[config.mk]
export PLATFORM = sky130hd
export DESIGN_NAME = aes_seq_ctrl
export DESIGN_NICKNAME = d
export VERILOG_FILES = /design/src/rtl/aes_seq_ctrl.sv
export SDC_FILE = /design/constraint.sdc
export NUM_CORES = 1
export LEC_CHECK = 0
export ABC_AREA = 0
export CORE_AREA = 10 10 396 398
export CTS_CLUSTER_SIZE = 20
export DETAILED_ROUTE_END_ITERATION = 7
export DIE_AREA = 0 0 406 408
export PLACE_DENSITY = 0.35
export SYNTH_ARGS = -nofsm -noshare
export SYNTH_HDL_FRONTEND = slang
export SYNTH_SLANG_ARGS = --single-unit
export TNS_END_PERCENT = 1
[constraint.sdc]
create_clock -name clk -period 2.3 [get_ports clk]
set_input_delay 0.345 -clock clk [delete_from_list [all_inputs] [get_ports clk]]
set_output_delay 0.345 -clock clk [all_outputs]
set_load 0.01 [all_outputs]
[src/rtl/aes_seq_ctrl.sv]
// ---------------------------------------------------------------------------
// aes_seq_ctrl
//
// Sequencer that drives an aes_top core on behalf of an upstream requester.
// It accepts one command at a time, performs key expansion, encrypt or
// decrypt on the core, and returns the result block with an error flag.
// While an operation is outstanding, no other command is accepted.
//
// Upstream command channel (valid/ready):
//   cmd_valid, cmd_ready, cmd_op (00 key-exp, 01 enc, 10 dec, 11 reserved),
//   cmd_aes256 (key size for key expansion), cmd_key, cmd_blk
// Upstream result channel (valid/ready):
//   res_valid, res_ready, res_blk, res_err
// Downstream (aes_top):
//   aes_en, aes128_mode, aes256_mode, cipher_mode, decipher_mode,
//   key_exp_mode, aes_key, aes_in_blk  -> core
//   aes_out_blk, aes_en_o (done strobe) <- core
// Clock/reset: clk, reset (synchronous, active low)
//
// Parameters:
//   TIMEOUT_CYCLES  cycles allowed between the aes_en pulse and aes_en_o
//   TMO_W           watchdog width, must be able to hold TIMEOUT_CYCLES
//   KEY_W / BLK_W   key and block widths of the attached aes_top
//
// Optional build macro AES_SEQ_CTRL_STATS_EN adds:
//   blk_count (32b, wraps)      successful cipher/decipher result handshakes
//   err_count (16b, saturates)  error result handshakes
// ---------------------------------------------------------------------------
module aes_seq_ctrl #(
  parameter int TIMEOUT_CYCLES = 64,
  parameter int TMO_W          = 7,
  parameter int KEY_W          = 256,
  parameter int BLK_W          = 128
) (
  input  logic             clk,
  input  logic             reset,
  // command channel
  input  logic             cmd_valid,
  output logic             cmd_ready,
  input  logic [1:0]       cmd_op,
  input  logic             cmd_aes256,
  input  logic [KEY_W-1:0] cmd_key,
  input  logic [BLK_W-1:0] cmd_blk,
  // result channel
  output logic             res_valid,
  input  logic             res_ready,
  output logic [BLK_W-1:0] res_blk,
  output logic             res_err,
  // aes_top interface
  output logic             aes_en,
  output logic             aes128_mode,
  output logic             aes256_mode,
  output logic             cipher_mode,
  output logic             decipher_mode,
  output logic             key_exp_mode,
  output logic [KEY_W-1:0] aes_key,
  output logic [BLK_W-1:0] aes_in_blk,
  input  logic [BLK_W-1:0] aes_out_blk,
  input  logic             aes_en_o
`ifdef AES_SEQ_CTRL_STATS_EN
  ,
  output logic [31:0]      blk_count,
  output logic [15:0]      err_count
`endif
);

  typedef enum logic [1:0] {
    S_IDLE,
    S_ISSUE,
    S_WAIT,
    S_RESP
  } state_e;

  typedef enum logic [1:0] {
    OP_KEYEXP = 2'b00,
    OP_ENC    = 2'b01,
    OP_DEC    = 2'b10,
    OP_RSVD   = 2'b11
  } op_e;

  state_e           state_q;
  op_e              op_q;
  logic             key_loaded_q;
  logic             key256_q;
  logic [TMO_W-1:0] wd_q;

  logic             cmd_ready_q;
  logic             res_valid_q;
  logic [BLK_W-1:0] res_blk_q;
  logic             res_err_q;
  logic             aes_en_q;
  logic             aes128_q;
  logic             aes256_q;
  logic             cipher_q;
  logic             decipher_q;
  logic             key_exp_q;
  logic [KEY_W-1:0] aes_key_q;
  logic [BLK_W-1:0] aes_in_blk_q;

`ifdef AES_SEQ_CTRL_STATS_EN
  logic [31:0]      blk_count_q;
  logic [15:0]      err_count_q;
`endif

  // Key size actually presented to the core: a key-expansion command carries
  // its own size, cipher/decipher reuse the size of the last expanded key.
  logic cmd_key256;
  assign cmd_key256 = (op_e'(cmd_op) == OP_KEYEXP) ? cmd_aes256 : key256_q;

  // Commands that can be answered without touching the core.
  logic cmd_reject;
  assign cmd_reject = (op_e'(cmd_op) == OP_RSVD) ||
                      ((op_e'(cmd_op) != OP_KEYEXP) && !key_loaded_q);

  logic wd_expired;
  assign wd_expired = (wd_q == TMO_W'(TIMEOUT_CYCLES - 1));

  // All outputs are registered; each state arm sets the values seen in the
  // state it transitions into.
  always_ff @(posedge clk) begin
    // NOTE: reset is sampled on the clock edge only; every register, wide
    // datapath ones included, is cleared so no stale key or block leaks out.
    if (!reset) begin
      state_q      <= S_IDLE;
      op_q         <= OP_KEYEXP;
      key_loaded_q <= 1'b0;
      key256_q     <= 1'b0;
      wd_q         <= '0;
      cmd_ready_q  <= 1'b0;
      res_valid_q  <= 1'b0;
      res_blk_q    <= '0;
      res_err_q    <= 1'b0;
      aes_en_q     <= 1'b0;
      aes128_q     <= 1'b0;
      aes256_q     <= 1'b0;
      cipher_q     <= 1'b0;
      decipher_q   <= 1'b0;
      key_exp_q    <= 1'b0;
      aes_key_q    <= '0;
      aes_in_blk_q <= '0;
`ifdef AES_SEQ_CTRL_STATS_EN
      blk_count_q  <= '0;
      err_count_q  <= '0;
`endif
    end else begin
      // NOTE: non-blocking assignments throughout, so every register update
      // in this block sees the pre-edge value of every other register.
      unique case (state_q)
        S_IDLE: begin
          cmd_ready_q <= 1'b1;
          if (cmd_valid && cmd_ready_q) begin
            cmd_ready_q <= 1'b0;
            op_q        <= op_e'(cmd_op);
            if (op_e'(cmd_op) == OP_KEYEXP) begin
              key256_q <= cmd_aes256;
            end
            if (cmd_reject) begin
              state_q     <= S_RESP;
              res_valid_q <= 1'b1;
              res_err_q   <= 1'b1;
              res_blk_q   <= '0;
            end else begin
              state_q      <= S_ISSUE;
              aes_en_q     <= 1'b1;
              aes128_q     <= !cmd_key256;
              aes256_q     <= cmd_key256;
              cipher_q     <= (op_e'(cmd_op) == OP_ENC);
              decipher_q   <= (op_e'(cmd_op) == OP_DEC);
              key_exp_q    <= (op_e'(cmd_op) == OP_KEYEXP);
              aes_key_q    <= (op_e'(cmd_op) == OP_KEYEXP) ? cmd_key : '0;
              aes_in_blk_q <= cmd_blk;
            end
          end
        end

        S_ISSUE: begin
          aes_en_q <= 1'b0;
          wd_q     <= '0;
          state_q  <= S_WAIT;
        end

        S_WAIT: begin
          wd_q <= wd_q + TMO_W'(1);
          if (aes_en_o) begin
            res_blk_q <= aes_out_blk;
            if (op_q == OP_KEYEXP) begin
              // Key expansion completes silently; the core now holds the key.
              key_loaded_q <= 1'b1;
              state_q      <= S_IDLE;
              cmd_ready_q  <= 1'b1;
              aes128_q     <= 1'b0;
              aes256_q     <= 1'b0;
              cipher_q     <= 1'b0;
              decipher_q   <= 1'b0;
              key_exp_q    <= 1'b0;
              aes_key_q    <= '0;
              aes_in_blk_q <= '0;
            end else begin
              state_q     <= S_RESP;
              res_valid_q <= 1'b1;
              res_err_q   <= 1'b0;
            end
          end else if (wd_expired) begin
            state_q     <= S_RESP;
            res_valid_q <= 1'b1;
            res_err_q   <= 1'b1;
            res_blk_q   <= '0;
            // A failed expansion leaves the core's key schedule undefined.
            if (op_q == OP_KEYEXP) begin
              key_loaded_q <= 1'b0;
            end
          end
        end

        S_RESP: begin
          if (res_ready) begin
            state_q      <= S_IDLE;
            res_valid_q  <= 1'b0;
            cmd_ready_q  <= 1'b1;
            aes128_q     <= 1'b0;
            aes256_q     <= 1'b0;
            cipher_q     <= 1'b0;
            decipher_q   <= 1'b0;
            key_exp_q    <= 1'b0;
            aes_key_q    <= '0;
            aes_in_blk_q <= '0;
`ifdef AES_SEQ_CTRL_STATS_EN
            if (res_err_q) begin
              if (err_count_q != 16'hFFFF) begin
                err_count_q <= err_count_q + 16'd1;
              end
            end else begin
              blk_count_q <= blk_count_q + 32'd1;
            end
`endif
          end
        end

        default: state_q <= S_IDLE;
      endcase
    end
  end

  assign cmd_ready     = cmd_ready_q;
  assign res_valid     = res_valid_q;
  assign res_blk       = res_blk_q;
  assign res_err       = res_err_q;
  assign aes_en        = aes_en_q;
  assign aes128_mode   = aes128_q;
  assign aes256_mode   = aes256_q;
  assign cipher_mode   = cipher_q;
  assign decipher_mode = decipher_q;
  assign key_exp_mode  = key_exp_q;
  assign aes_key       = aes_key_q;
  assign aes_in_blk    = aes_in_blk_q;

`ifdef AES_SEQ_CTRL_STATS_EN
  assign blk_count = blk_count_q;
  assign err_count = err_count_q;
`endif

endmodule

==> results.sh, run 1 <==
export IMPL_outcome="finished clean"
export IMPL_syn_inst=1820
export IMPL_irDropWorstVdd_v=0.000600
export IMPL_maxCapViolCount=0
export IMPL_switchingPower_mw=11.4
export IMPL_synth_seq_area_share_pct=56.9
export IMPL_vias=17400
export IMPL_grt_max_degree=129
export IMPL_comb_power_share_pct=34.0
export IMPL_vias_per_cell=3.56
export IMPL_die_h_um=408
export IMPL_synth_flop_cell="dfxtp_1"
export IMPL_timing_fmax_ghz=0.467
export IMPL_worstHoldPathType="input pin to register"
export IMPL_yosysTopAreaCellShare_pct=56.9
export IMPL_port_buffers=1040
export IMPL_io_pin_count=1041
export IMPL_dieWidth_um=406
export IMPL_drt_wl_total_mm=107
export IMPL_min_period_over_period_pct=93.1
export IMPL_p_per_area_mw_per_mm2=1020
export IMPL_intPower_mw=24.0
export IMPL_cp_end_kind="register"
export IMPL_antenna_found_initial=13
export IMPL_drt_iter0_drc=820
export IMPL_path_cells="inv_1, ha_1, a211oi_2, buf_4, a21oi_4, buf_12, buf_12, buf_12, a22o_1"
export IMPL_numClockSinks=534
export IMPL_place_area_mm2=0.0320
export IMPL_dieArea_mm2=0.166
export IMPL_clock_skew_final_ns=0.0228
export IMPL_ys_types=42
export IMPL_ant_nets=0
export IMPL_setup_viol=0
export IMPL_final_common_cell="clkdlybuf4s50_1"
export IMPL_yosys_area_top_type="dfxtp_1"
export IMPL_drv_slew=0
export IMPL_syn_area_per_cell_um2=10.3
export IMPL_initial_utilization_pct=12.6
export IMPL_synthArstFlopShare_pct=0
export IMPL_numCtsBuffers=75
export IMPL_power_mw=35.4
export IMPL_hold_ws_ns=0.237
export IMPL_place_hpwl_mm=84.4
export IMPL_pwr_share_clk_pct=33.1
export IMPL_grtUsageTotal_pct=12.3
export IMPL_finalHoldViolCount=0
export IMPL_cpPeakStageDelay_ns=0.41
export IMPL_gr_usage_met3_pct=5.04
export IMPL_cts_buffer_depth=3
export IMPL_fillerInstances=16200
export IMPL_p_leak_nw=13.5
export IMPL_drc_errors=0
export IMPL_grtUsageMet2_pct=22.5
export IMPL_drive_above_1_share_pct=7.38
export IMPL_synth_edf_count=0
export IMPL_wl_per_cell_um=22.0
export IMPL_syn_area_mm2=0.0188
export IMPL_layout_setup_ws_ns=0.159
export IMPL_grt_first_pass_wirelength_mm=147
export IMPL_htreeDepth=3
export IMPL_drt_pass1_iterations=5
export IMPL_ys_seq_elements=534
export IMPL_p_seq_share_pct=33.0
export IMPL_cts_tree="done"
export IMPL_row_count=142
export IMPL_yosysWarnings=0
export IMPL_grt_pass1_vias=18000
export IMPL_final_cell_mix="1037 x clkdlybuf4s50_1, 534 x dfxtp_1, 529 x nand2_1, 264 x mux2i_1, 256 x a22o_1"
export IMPL_cts_root_buf="clkbuf_16"
export IMPL_tightest_slew_ns=0.799
export IMPL_post_place_ws_ns=-0.312
export IMPL_place_gp_congestion=0.768
export IMPL_num_nets_final=3413
export IMPL_clk_latency_ns=0.65
export IMPL_yosys_top_cells_area="dfxtp_1 57%, mux2i_1 14%, a22o_1 12%, nand2_1 11%, buf_2 2.0%"
export IMPL_final_area_mm2=0.0345
export IMPL_path_common_cell="buf_12"
export IMPL_slew_headroom_pct=46.7
export IMPL_arrival_ns=2.68
export IMPL_grt_overflow_total=0
export IMPL_p_sw_share_pct=32.2
export IMPL_multiInputGateArea_mm2=0.00748
export IMPL_post_cts_buffers=0
export IMPL_final_min_clock_period_ns=2.14
export IMPL_seq_area_mm2=0.0107
export IMPL_use_met1_pct=12.5
export IMPL_rsz0062_at_grt="no"
export IMPL_setup_tns_ns=0
export IMPL_criticalPathCategory="register to register"
export IMPL_syn_nets=2346
export IMPL_clkTransAtPathRegs_ns=0.06
export IMPL_start_kind="register"
export IMPL_critPathSlowestCell="dfxtp_1"
export IMPL_area_growth_syn_to_layout_pct=83.7
export IMPL_core_mm2=0.149
export IMPL_crit_required_ns=2.84
export IMPL_path_max_fanout=26
export IMPL_busiest_layer="met2"
export IMPL_r2r_slack_ns=0.16
cell usage after synthesis, drive strengths merged (2+ instances only):
| master | instances |
|---|---|
| nor3 | 4 |
| a22o | 256 |
| o21ai | 8 |
| a211oi | 3 |
| clkbuf | 67 |
| mux2i | 264 |
| o311ai | 3 |
| nor4 | 2 |
| nor2b | 5 |
| o31ai | 2 |
| inv | 5 |
| and4b | 2 |
| nor2 | 11 |
| and3 | 2 |
| dfxtp | 534 |
| a21oi | 11 |
| nand3 | 5 |
| ha | 6 |
| nand2 | 530 |
| buf | 79 |
| nand4b | 4 |
worst max-delay path: cells and delay by family, from the launching register on:
kind                       cells  cell delay (ns)
buffers and inverters          5             0.75
DFF                            1             0.41
AOI/OAI and AO/OA              3             0.50
adders and majority gates      1             0.32
sequential cells by signal (all words and copies together), names as in the netlist:
register / flops
key256_q: 1
aes_key: 256
res_blk: 128
aes256_mode: 1
cipher_mode: 1
decipher_mode: 1
state_q: 2
res_err: 1
aes128_mode: 1
key_loaded_q: 1
wd_q: 7
cmd_ready: 1
aes_in_blk: 128
aes_en: 1
key_exp_mode: 1
op_q: 2
res_valid: 1
logic make-up (layout without fill, tap and decap cells):
family	after synthesis	after routing	synth area share [%]
AND/OR/NAND/NOR	573	573	11.9
buffers and inverters	151	1272	3.51
other	0	3	0
multiplexers	264	264	14.1
adder cells (fa/ha/maj)	6	6	0.399
flip-flops	534	534	56.9
XOR/XNOR	1	1	0.0466
AO/OA/AOI/OAI	291	291	13.2
area by class of cell:
cell class / instances / area share (%)
Antenna cell: 3 / 0.0217
Multi-Input combinational cell: 1135 / 21.7
Sequential cell: 534 / 31.0
Clock buffer: 114 / 6.47
Inverter: 5 / 0.0544
Tap cell: 1944 / 7.05
Timing Repair Buffer: 1136 / 33.2
Clock inverter: 17 / 0.623
metal layers:
| layer | vias up | routed length [µm] |
|---|---|---|
| met3 | 125 | 9840 |
| met5 | - | 103 |
| li1 | 8437 | - |
| met1 | 8209 | 39100 |
| met4 | 14 | 2930 |
| met2 | 604 | 55300 |
power by group through the flow:
stage | Sequential (mW) | Combinational [mW] | Clock [mW]
after floorplan | 12.5 | 4.71 | 0
after global placement | 11.8 | 12.5 | 0
after detailed placement | 11.8 | 12.4 | 0
after CTS | 11.7 | 12.4 | 12.2
after global routing | 11.8 | 12.9 | 12.6
final | 11.7 | 12.0 | 11.7
path summary, 6_finish.rpt:
kind,start,endpoint,cells past startpoint
max,state_q[0],aes_key[25],9
min,cmd_blk[108],aes_in_blk[108],3
max reg2reg,state_q[0],aes_key[25],9
min reg2reg,res_blk[91],res_blk[91],2
through the flow:
stage / instances / util, %
global route: 4887 / 23.2
finish: 4888 / 23.2
global placement: 4753 / 21.5
CTS: 4885 / 23.2
detailed placement: 4753 / 21.5
floorplan: 1820 / -
timing repair:
item	CTS	global route
endpoints found under the setup margin	0	3
hold endpoints to repair	9	0
resized for setup	0	3
hold buffers	1	0
Power figures use the tool's default switching activity.
==> run 2, diff against run 1 <==
--- a/config.mk
+++ b/config.mk
@@ -10,8 +10,8 @@
 export CTS_CLUSTER_SIZE = 20
 export DETAILED_ROUTE_END_ITERATION = 7
 export DIE_AREA = 0 0 406 408
+export HOLD_SLACK_MARGIN = 0.08
 export PLACE_DENSITY = 0.35
 export SYNTH_ARGS = -nofsm -noshare
 export SYNTH_HDL_FRONTEND = slang
 export SYNTH_SLANG_ARGS = --single-unit
-export TNS_END_PERCENT = 1
==> results of run 2 <==
The final DEF is identical to that of run 1; final timing and power are the same.
==> run 3, diff against run 2 <==
--- a/config.mk
+++ b/config.mk
@@ -6,6 +6,7 @@
 export NUM_CORES = 1
 export LEC_CHECK = 0
 export ABC_AREA = 0
+export CAP_MARGIN = 20
 export CORE_AREA = 10 10 396 398
 export CTS_CLUSTER_SIZE = 20
 export DETAILED_ROUTE_END_ITERATION = 7
==> results of run 3 <==
The final DEF is identical to that of run 1; final timing and power are the same.
